### src/rtl/i2c_target_regs.sv
// I2C target with a byte register bank; reg 0 reads back temp_val, regs 1..NUM_REGS-1 are host-writable.
// Define I2C_GLITCH_FILTER_EN to add a FILT_LEN-cycle stability filter on the synchronised SCL/SDA.
module i2c_target_regs #(
    parameter logic [6:0] DEV_ADDR = 7'h2A,
    parameter int          NUM_REGS = 8,
    parameter int          FILT_LEN = 4
) (
    input  logic                        clk,
    input  logic                        reset,
    input  logic                        scl_in,
    input  logic                        sda_in,
    output logic                        sda_oe,
    input  logic [7:0]                  temp_val,
    output logic [8*NUM_REGS-1:0]       regs_out,
    output logic                        wr_strobe,
    output logic [$clog2(NUM_REGS)-1:0] wr_index,
    output logic                        busy
);
    localparam int PW = $clog2(NUM_REGS);

    typedef enum logic [3:0] {
        S_IDLE, S_ADDR, S_IGNORE, S_ADDR_ACK, S_PTR,
        S_PTR_ACK, S_WRITE, S_WR_ACK, S_READ, S_RD_ACK
    } state_t;

    logic [1:0] scl_sync_q, sda_sync_q;
    logic       scl_lvl, sda_lvl;
    logic       scl_prev_q, sda_prev_q;

    always_ff @(posedge clk) begin
        if (reset) begin
            scl_sync_q <= 2'b11;
            sda_sync_q <= 2'b11;
        end else begin
            scl_sync_q <= {scl_sync_q[0], scl_in};
            sda_sync_q <= {sda_sync_q[0], sda_in};
        end
    end

`ifdef I2C_GLITCH_FILTER_EN
    localparam int FCW = $clog2(FILT_LEN + 1);
    logic [FCW-1:0] scl_cnt_q, scl_cnt_d, sda_cnt_q, sda_cnt_d;
    logic           scl_filt_q, scl_filt_d, sda_filt_q, sda_filt_d;

    // A new level is accepted only once it has been seen FILT_LEN cycles in a row.
    always_comb begin
        scl_cnt_d  = '0;
        scl_filt_d = scl_filt_q;
        if (scl_sync_q[1] != scl_filt_q) begin
            if (scl_cnt_q == FCW'(FILT_LEN - 1)) scl_filt_d = scl_sync_q[1];
            else                                 scl_cnt_d  = scl_cnt_q + 1'b1;
        end
        sda_cnt_d  = '0;
        sda_filt_d = sda_filt_q;
        if (sda_sync_q[1] != sda_filt_q) begin
            if (sda_cnt_q == FCW'(FILT_LEN - 1)) sda_filt_d = sda_sync_q[1];
            else                                 sda_cnt_d  = sda_cnt_q + 1'b1;
        end
    end

    always_ff @(posedge clk) begin
        if (reset) begin
            scl_cnt_q  <= '0;
            sda_cnt_q  <= '0;
            scl_filt_q <= 1'b1;
            sda_filt_q <= 1'b1;
        end else begin
            scl_cnt_q  <= scl_cnt_d;
            sda_cnt_q  <= sda_cnt_d;
            scl_filt_q <= scl_filt_d;
            sda_filt_q <= sda_filt_d;
        end
    end

    assign scl_lvl = scl_filt_q;
    assign sda_lvl = sda_filt_q;
`else
    assign scl_lvl = scl_sync_q[1];
    assign sda_lvl = sda_sync_q[1];
`endif

    state_t                  state_q, state_d;
    logic [7:0]              shift_q, shift_d;
    logic [3:0]              bit_cnt_q, bit_cnt_d;
    logic [PW-1:0]           ptr_q, ptr_d;
    logic                    rw_q, rw_d;
    logic                    sda_oe_q, sda_oe_d;
    logic                    busy_q, busy_d;
    logic                    wr_strobe_q, wr_strobe_d;
    logic [PW-1:0]           wr_index_q, wr_index_d;
    logic [NUM_REGS-1:1][7:0] regs_q, regs_d;

    logic [NUM_REGS-1:0][7:0] img;
    logic [7:0] byte_in, rd_byte;
    logic scl_rise, scl_fall, start_det, stop_det, last_bit, addr_hit, ack_done;

    assign scl_rise  = scl_lvl & ~scl_prev_q;
    assign scl_fall  = ~scl_lvl & scl_prev_q;
    assign start_det = scl_lvl & scl_prev_q & sda_prev_q & ~sda_lvl;
    assign stop_det  = scl_lvl & scl_prev_q & ~sda_prev_q & sda_lvl;
    assign byte_in   = {shift_q[6:0], sda_lvl};
    assign last_bit  = scl_rise && (bit_cnt_q == 4'd7);
    assign addr_hit  = (byte_in[7:1] == DEV_ADDR);
    // Ack phases: bit_cnt[0]=0 waits for the fall that starts the ACK, =1 for the fall that ends it.
    assign ack_done  = scl_fall && bit_cnt_q[0];
    assign img       = {regs_q, temp_val};
    assign rd_byte   = img[ptr_q];

    always_ff @(posedge clk) begin
        if (reset) begin
            state_q     <= S_IDLE;
            scl_prev_q  <= 1'b1;
            sda_prev_q  <= 1'b1;
            shift_q     <= '0;
            bit_cnt_q   <= '0;
            ptr_q       <= '0;
            rw_q        <= 1'b0;
            sda_oe_q    <= 1'b0;
            busy_q      <= 1'b0;
            wr_strobe_q <= 1'b0;
            wr_index_q  <= '0;
            regs_q      <= '0;
        end else begin
            state_q     <= state_d;
            scl_prev_q  <= scl_lvl;
            sda_prev_q  <= sda_lvl;
            shift_q     <= shift_d;
            bit_cnt_q   <= bit_cnt_d;
            ptr_q       <= ptr_d;
            rw_q        <= rw_d;
            sda_oe_q    <= sda_oe_d;
            busy_q      <= busy_d;
            wr_strobe_q <= wr_strobe_d;
            wr_index_q  <= wr_index_d;
            regs_q      <= regs_d;
        end
    end

    always_comb begin
        state_d = state_q;
        if (start_det) begin
            state_d = S_ADDR;
        end else if (stop_det) begin
            state_d = S_IDLE;
        end else begin
            case (state_q)
                S_ADDR:              if (last_bit) state_d = addr_hit ? S_ADDR_ACK : S_IGNORE;
                S_PTR:               if (last_bit) state_d = S_PTR_ACK;
                S_WRITE:             if (last_bit) state_d = S_WR_ACK;
                S_ADDR_ACK:          if (ack_done) state_d = rw_q ? S_READ : S_PTR;
                S_PTR_ACK, S_WR_ACK: if (ack_done) state_d = S_WRITE;
                S_READ:              if (scl_fall && bit_cnt_q == 4'd8) state_d = S_RD_ACK;
                S_RD_ACK: begin
                    if (scl_rise && sda_lvl) state_d = S_IGNORE;
                    else if (scl_fall)       state_d = S_READ;
                end
                default: ;
            endcase
        end
    end

    always_comb begin
        shift_d     = shift_q;
        bit_cnt_d   = bit_cnt_q;
        ptr_d       = ptr_q;
        rw_d        = rw_q;
        sda_oe_d    = sda_oe_q;
        busy_d      = busy_q;
        wr_strobe_d = 1'b0;
        wr_index_d  = wr_index_q;
        regs_d      = regs_q;
        if (start_det) begin
            bit_cnt_d = '0;
        end else if (stop_det) begin
            sda_oe_d = 1'b0;
            busy_d   = 1'b0;
        end else begin
            case (state_q)
                S_ADDR, S_PTR, S_WRITE: if (scl_rise) begin
                    shift_d   = byte_in;
                    bit_cnt_d = last_bit ? 4'd0 : bit_cnt_q + 4'd1;
                    if (last_bit && state_q == S_ADDR && addr_hit) begin
                        busy_d = 1'b1;
                        rw_d   = sda_lvl;
                    end
                    if (last_bit && state_q == S_PTR) ptr_d = byte_in[PW-1:0];
                    if (last_bit && state_q == S_WRITE) begin
                        for (int i = 1; i < NUM_REGS; i++) begin
                            if (ptr_q == PW'(i)) begin
                                regs_d[i]   = byte_in;
                                wr_strobe_d = 1'b1;
                                wr_index_d  = ptr_q;
                            end
                        end
                        ptr_d = ptr_q + 1'b1;
                    end
                end
                S_ADDR_ACK, S_PTR_ACK, S_WR_ACK: if (scl_fall) begin
                    if (!bit_cnt_q[0]) begin
                        sda_oe_d  = 1'b1;
                        bit_cnt_d = 4'd1;
                    end else begin
                        bit_cnt_d = '0;
                        if (state_q == S_ADDR_ACK && rw_q) begin
                            shift_d  = rd_byte;
                            sda_oe_d = ~rd_byte[7];
                        end else begin
                            sda_oe_d = 1'b0;
                        end
                    end
                end
                S_READ: begin
                    if (scl_rise) begin
                        bit_cnt_d = bit_cnt_q + 4'd1;
                    end else if (scl_fall && bit_cnt_q == 4'd8) begin
                        sda_oe_d = 1'b0;
                    end else if (scl_fall && bit_cnt_q != 4'd0) begin
                        shift_d  = {shift_q[6:0], shift_q[7]};
                        sda_oe_d = ~shift_q[6];
                    end
                end
                S_RD_ACK: begin
                    if (scl_rise) begin
                        ptr_d = ptr_q + 1'b1;
                    end else if (scl_fall) begin
                        shift_d   = rd_byte;
                        sda_oe_d  = ~rd_byte[7];
                        bit_cnt_d = '0;
                    end
                end
                default: ;
            endcase
        end
    end

    assign sda_oe    = sda_oe_q;
    assign busy      = busy_q;
    assign wr_strobe = wr_strobe_q;
    assign wr_index  = wr_index_q;
    assign regs_out  = img;

endmodule
### config.mk
export PLATFORM = sky130hd
export DESIGN_NAME = i2c_target_regs
export DESIGN_NICKNAME = d
export VERILOG_FILES = /design/src/rtl/i2c_target_regs.sv
export SDC_FILE = /design/constraint.sdc
export NUM_CORES = 1
export LEC_CHECK = 0
export CAP_MARGIN = 30
export CORE_MARGIN = 1
export CORE_UTILIZATION = 48
export DETAILED_ROUTE_END_ITERATION = 16
export GPL_TIMING_DRIVEN = 0
export MAX_ROUTING_LAYER = met4
export PLACE_DENSITY = 0.88
export SYNTH_ARGS = -nofsm -noshare
export SYNTH_HDL_FRONTEND = slang
export SYNTH_SLANG_ARGS = --single-unit
export TNS_END_PERCENT = 30
### constraint.sdc
create_clock -name clk -period 2.3 [get_ports clk]
set_clock_uncertainty 0.15 [all_clocks]
set_input_delay 0.345 -clock clk [delete_from_list [all_inputs] [get_ports clk]]
set_output_delay 0.345 -clock clk [all_outputs]
set_load 0.01 [all_outputs]
==> results.py <==
metrics = {
    "run_status": {
        "outcome": "completed",
    },
    "hold_path": {
        "hold_path.class": "register to register",
        "min_from": "sda_sync_q[0]$_SDFF_PP1_",
        "hold_path_end": "sda_sync_q[1]$_SDFF_PP1_",
        "hold_path_depth": 1,
    },
    "critical_path": {
        "start_kind": "register",
        "cp_cell_sequence": "buf_12, buf_8, inv_1, ha_2, a2111o_1, a21oi_2, nor3_4, mux2i_1, nor2_1",
        "cp.arrival_ps": 2370,
        "cp-end-kind": "register",
        "critPathKind": "register to register",
        "critPathMaxStageDelay_ps": 450,
        "cp.required_ps": 2400,
        "worstRegToRegCells": 9,
        "reg2reg_from": "ptr_q[0]$_SDFFE_PP0P_",
        "r2r_end": "wr_index[0]$_SDFFE_PP0P_",
        "crit_slowest_cell": "a2111o_1",
        "cp_max_fo": 10,
        "r2r_setup_slack_ps": 30,
    },
    "pwr": {
        "total_leakage_power_nw": 2.14,
        "vdd_ir_drop_max_v": 0.000281,
        "p_per_area_nw_per_um2": 479,
    },
    "clock_tree": {
        "cts_buffers": 9,
        "clkSinkCount": 88,
        "cts_tree": "yes",
        "clkLatencyLatePin_ps": 380,
        "clock_path_buffers": 2,
        "clk_pin_slew_worst_paths_ps": 100,
        "cts-root-buf": "clkbuf_8",
        "cts_max_level": 3,
    },
    "floorplan": {
        "rows": 35,
        "start_util": 0.494,
        "die_height_um": 99.5,
        "ios": 82,
        "die_x_um": 99.5,
        "die_area_um2": 9900,
        "coreArea_um2": 9240,
    },
    "timing": {
        "rsz0062_at_grt": "true",
        "drv_slew": 0,
        "fin_ws_ps": 29.6,
        "hold_viol": 0,
        "tightest_slew_ps": 666,
        "setup_viol": 0,
        "max_freq_ghz": 0.440,
        "relSlewSlack": 0.556,
        "post-route-period-util": 0.987,
        "period_minus_slack_ps": 2270,
    },
    "synthesis": {
        "synthSimpleGateAreaFrac": 0.214,
        "synth_top_family_by_area": "simple AND/OR/NAND/NOR gates",
        "ys_seq_area_frac": 0.386,
        "ys_dominant_reg_cell": "dfxtp_1",
        "synth_xor_xnor_area_share": 0.00192,
        "syn_inst": 513,
        "synth_compound_area_frac": 0.154,
        "synth_area_um2": 4560,
        "synth_edf_count": 0,
        "synthArstFlopShare": 0,
        "synthMuxAreaShare": 0.158,
        "synth.yosys.warnings": 0,
        "syn_nets": 533,
        "syn_avg_cell_area_um2": 8.89,
        "synth_fa_ha_area_frac": 0.0219,
        "ys_ff_latch": 88,
        "synth_cell_types": 71,
    },
    "grt": {
        "grt_pass1_wl_um": 22900,
        "track_usage": 0.308,
        "grt-ovfl-total": 0,
        "grt_max_degree": 19,
        "grt_pass1_vias": 4395,
        "antenna_found_initial": 0,
    },
    "finish": {
        "final_cell_mix": "nand2_1, dfxtp_1, clkdlybuf4s50_1, a21oi_1, nor2_1",
        "final_core_util": 0.636,
        "syn2layout_area_growth_pct": 28.7,
        "diodes": 0,
        "final_common_cell": "nand2_1",
        "fin_nets": 628,
        "drive_above_1_share": 0.170,
        "finish.instance_area_um2": 5870,
    },
    "flow_run": {
        "maxCapViolCount": 0,
    },
    "drt": {
        "ant_nets": 0,
        "drtIter0Drc": 431,
        "drc": 0,
        "vias": 4495,
        "wirelength_um": 14700,
        "viasPerCell": 6.06,
        "dr.pass1.iters": 7,
        "post_drt_wl_per_cell_um": 19.8,
    },
    "placed_design": {
        "placed_area_um2": 5530,
        "place.gp.congestion": 0.936,
        "io_buffers": 81,
        "dp_slack_ps": -424,
        "hpwl_um": 10300,
    },
}
[flip-flops by register name, summed over array words and instances, names as in the netlist, 2 cells and up]
signal,flops
bit_cnt_q,4
ptr_q,3
regs_out,56
scl_sync_q,2
sda_sync_q,2
shift_q,8
state_q,4
wr_index,3
[layout make-up]
cell class	count	area, um2
flip-flops and latches	88	1770
inverters	12	45.0
fillers	698	3370
well taps	129	161
plain buffers	47	289
repair buffers	85	841
clock inverters	7	71.3
multi-input cells	365	2570
clock buffers	9	124
[critical path, delay by kind of cell, from the launching register on]
family | cells | cell delay (ps)
mux | 1 | 180
buf+inv | 3 | 420
fa+ha+maj | 1 | 220
compound gates | 2 | 620
flops | 1 | 390
simple gates | 2 | 140
[cells by family after synthesis]
kind of cell	Yosys count
adders and majority gates	8
and+or+nand+nor	197
AOI/OAI and AO/OA	108
xor gates and xnor gates	1
DFF	88
buffers and inverters	60
muxes	51
[repair_timing]
item	in CTS	in global routing
pin swaps	0	1
hold buffers	0	0
setup buffers	2	2
endpoints found under the setup margin	70	74
resized for setup	15	21
[worst max-delay path by stage]
stage,start,end,slack [ps],cells after the start
after global placement,ptr_q[0]$_SDFFE_PP0P_,wr_index[1]$_SDFFE_PP0P_,-320,9
after floorplan,ptr_q[0]$_SDFFE_PP0P_,wr_index[0]$_SDFFE_PP0P_,30,9
final,ptr_q[0]$_SDFFE_PP0P_,wr_index[0]$_SDFFE_PP0P_,30,9
after global routing,state_q[2]$_SDFFE_PP0P_,ptr_q[0]$_SDFFE_PP0P_,-50,6
after CTS,ptr_q[2]$_SDFFE_PP0P_,regs_out[26]$_SDFFE_PP0P_,10,8
after detailed placement,ptr_q[0]$_SDFFE_PP0P_,wr_index[0]$_SDFFE_PP0P_,-420,9
[metal layers]
metal  vias to the layer above  track usage  wire length [um]
met5                         -            -                 0
met4                         0        0.166               599
li1                       2017            -                 -
met1                      2143        0.374              5930
met3                        46       0.0583              1200
met2                       289        0.486              6980
[Yosys cell counts, drive strengths merged, types with 3 or more instances]
cell type  instances  area, um2
o2111ai            3       26.3
ha                 8        100
o211ai             5       37.5
or2                5       31.3
a31o               6       52.6
a211oi             3       22.5
inv               12       45.0
mux4              16        360
nand2b             3       18.8
clkbuf            22       83.8
and3               5       31.3
a21oi             52        268
nor3b              5       42.5
o21ai             11       55.1
nand2             95        357
nor3               4       25.0
nand3             12       70.1
nor4               7       43.8
nand4              6       37.5
a31oi              5       31.3
mux2i             27        270
or3b               3       26.3
mux2               8       90.1
dfxtp             88       1760
and2               6       37.5
nor2              30        113
buf               26        160
[power breakdown]
group	leakage (nW)	internal (mW)	switching, mW
Sequential	0.712	1.53	0.00826
Clock	0.0926	0.422	0.661
Combinational	1.34	0.0843	0.108
[stage by stage]
stage          setup TNS (ps)  power [mW]  hold WS, ps  std cells
2_1_floorplan               0        1.68          239        513
3_3_place_gp            -2670        1.76          246        723
3_5_place_dp            -6090        1.76          249        723
4_1_cts                     0        2.80          272        740
5_1_grt                  -165        2.88          288        742
6_report                    0        2.81          271        742
Power figures use the tool's default switching activity.
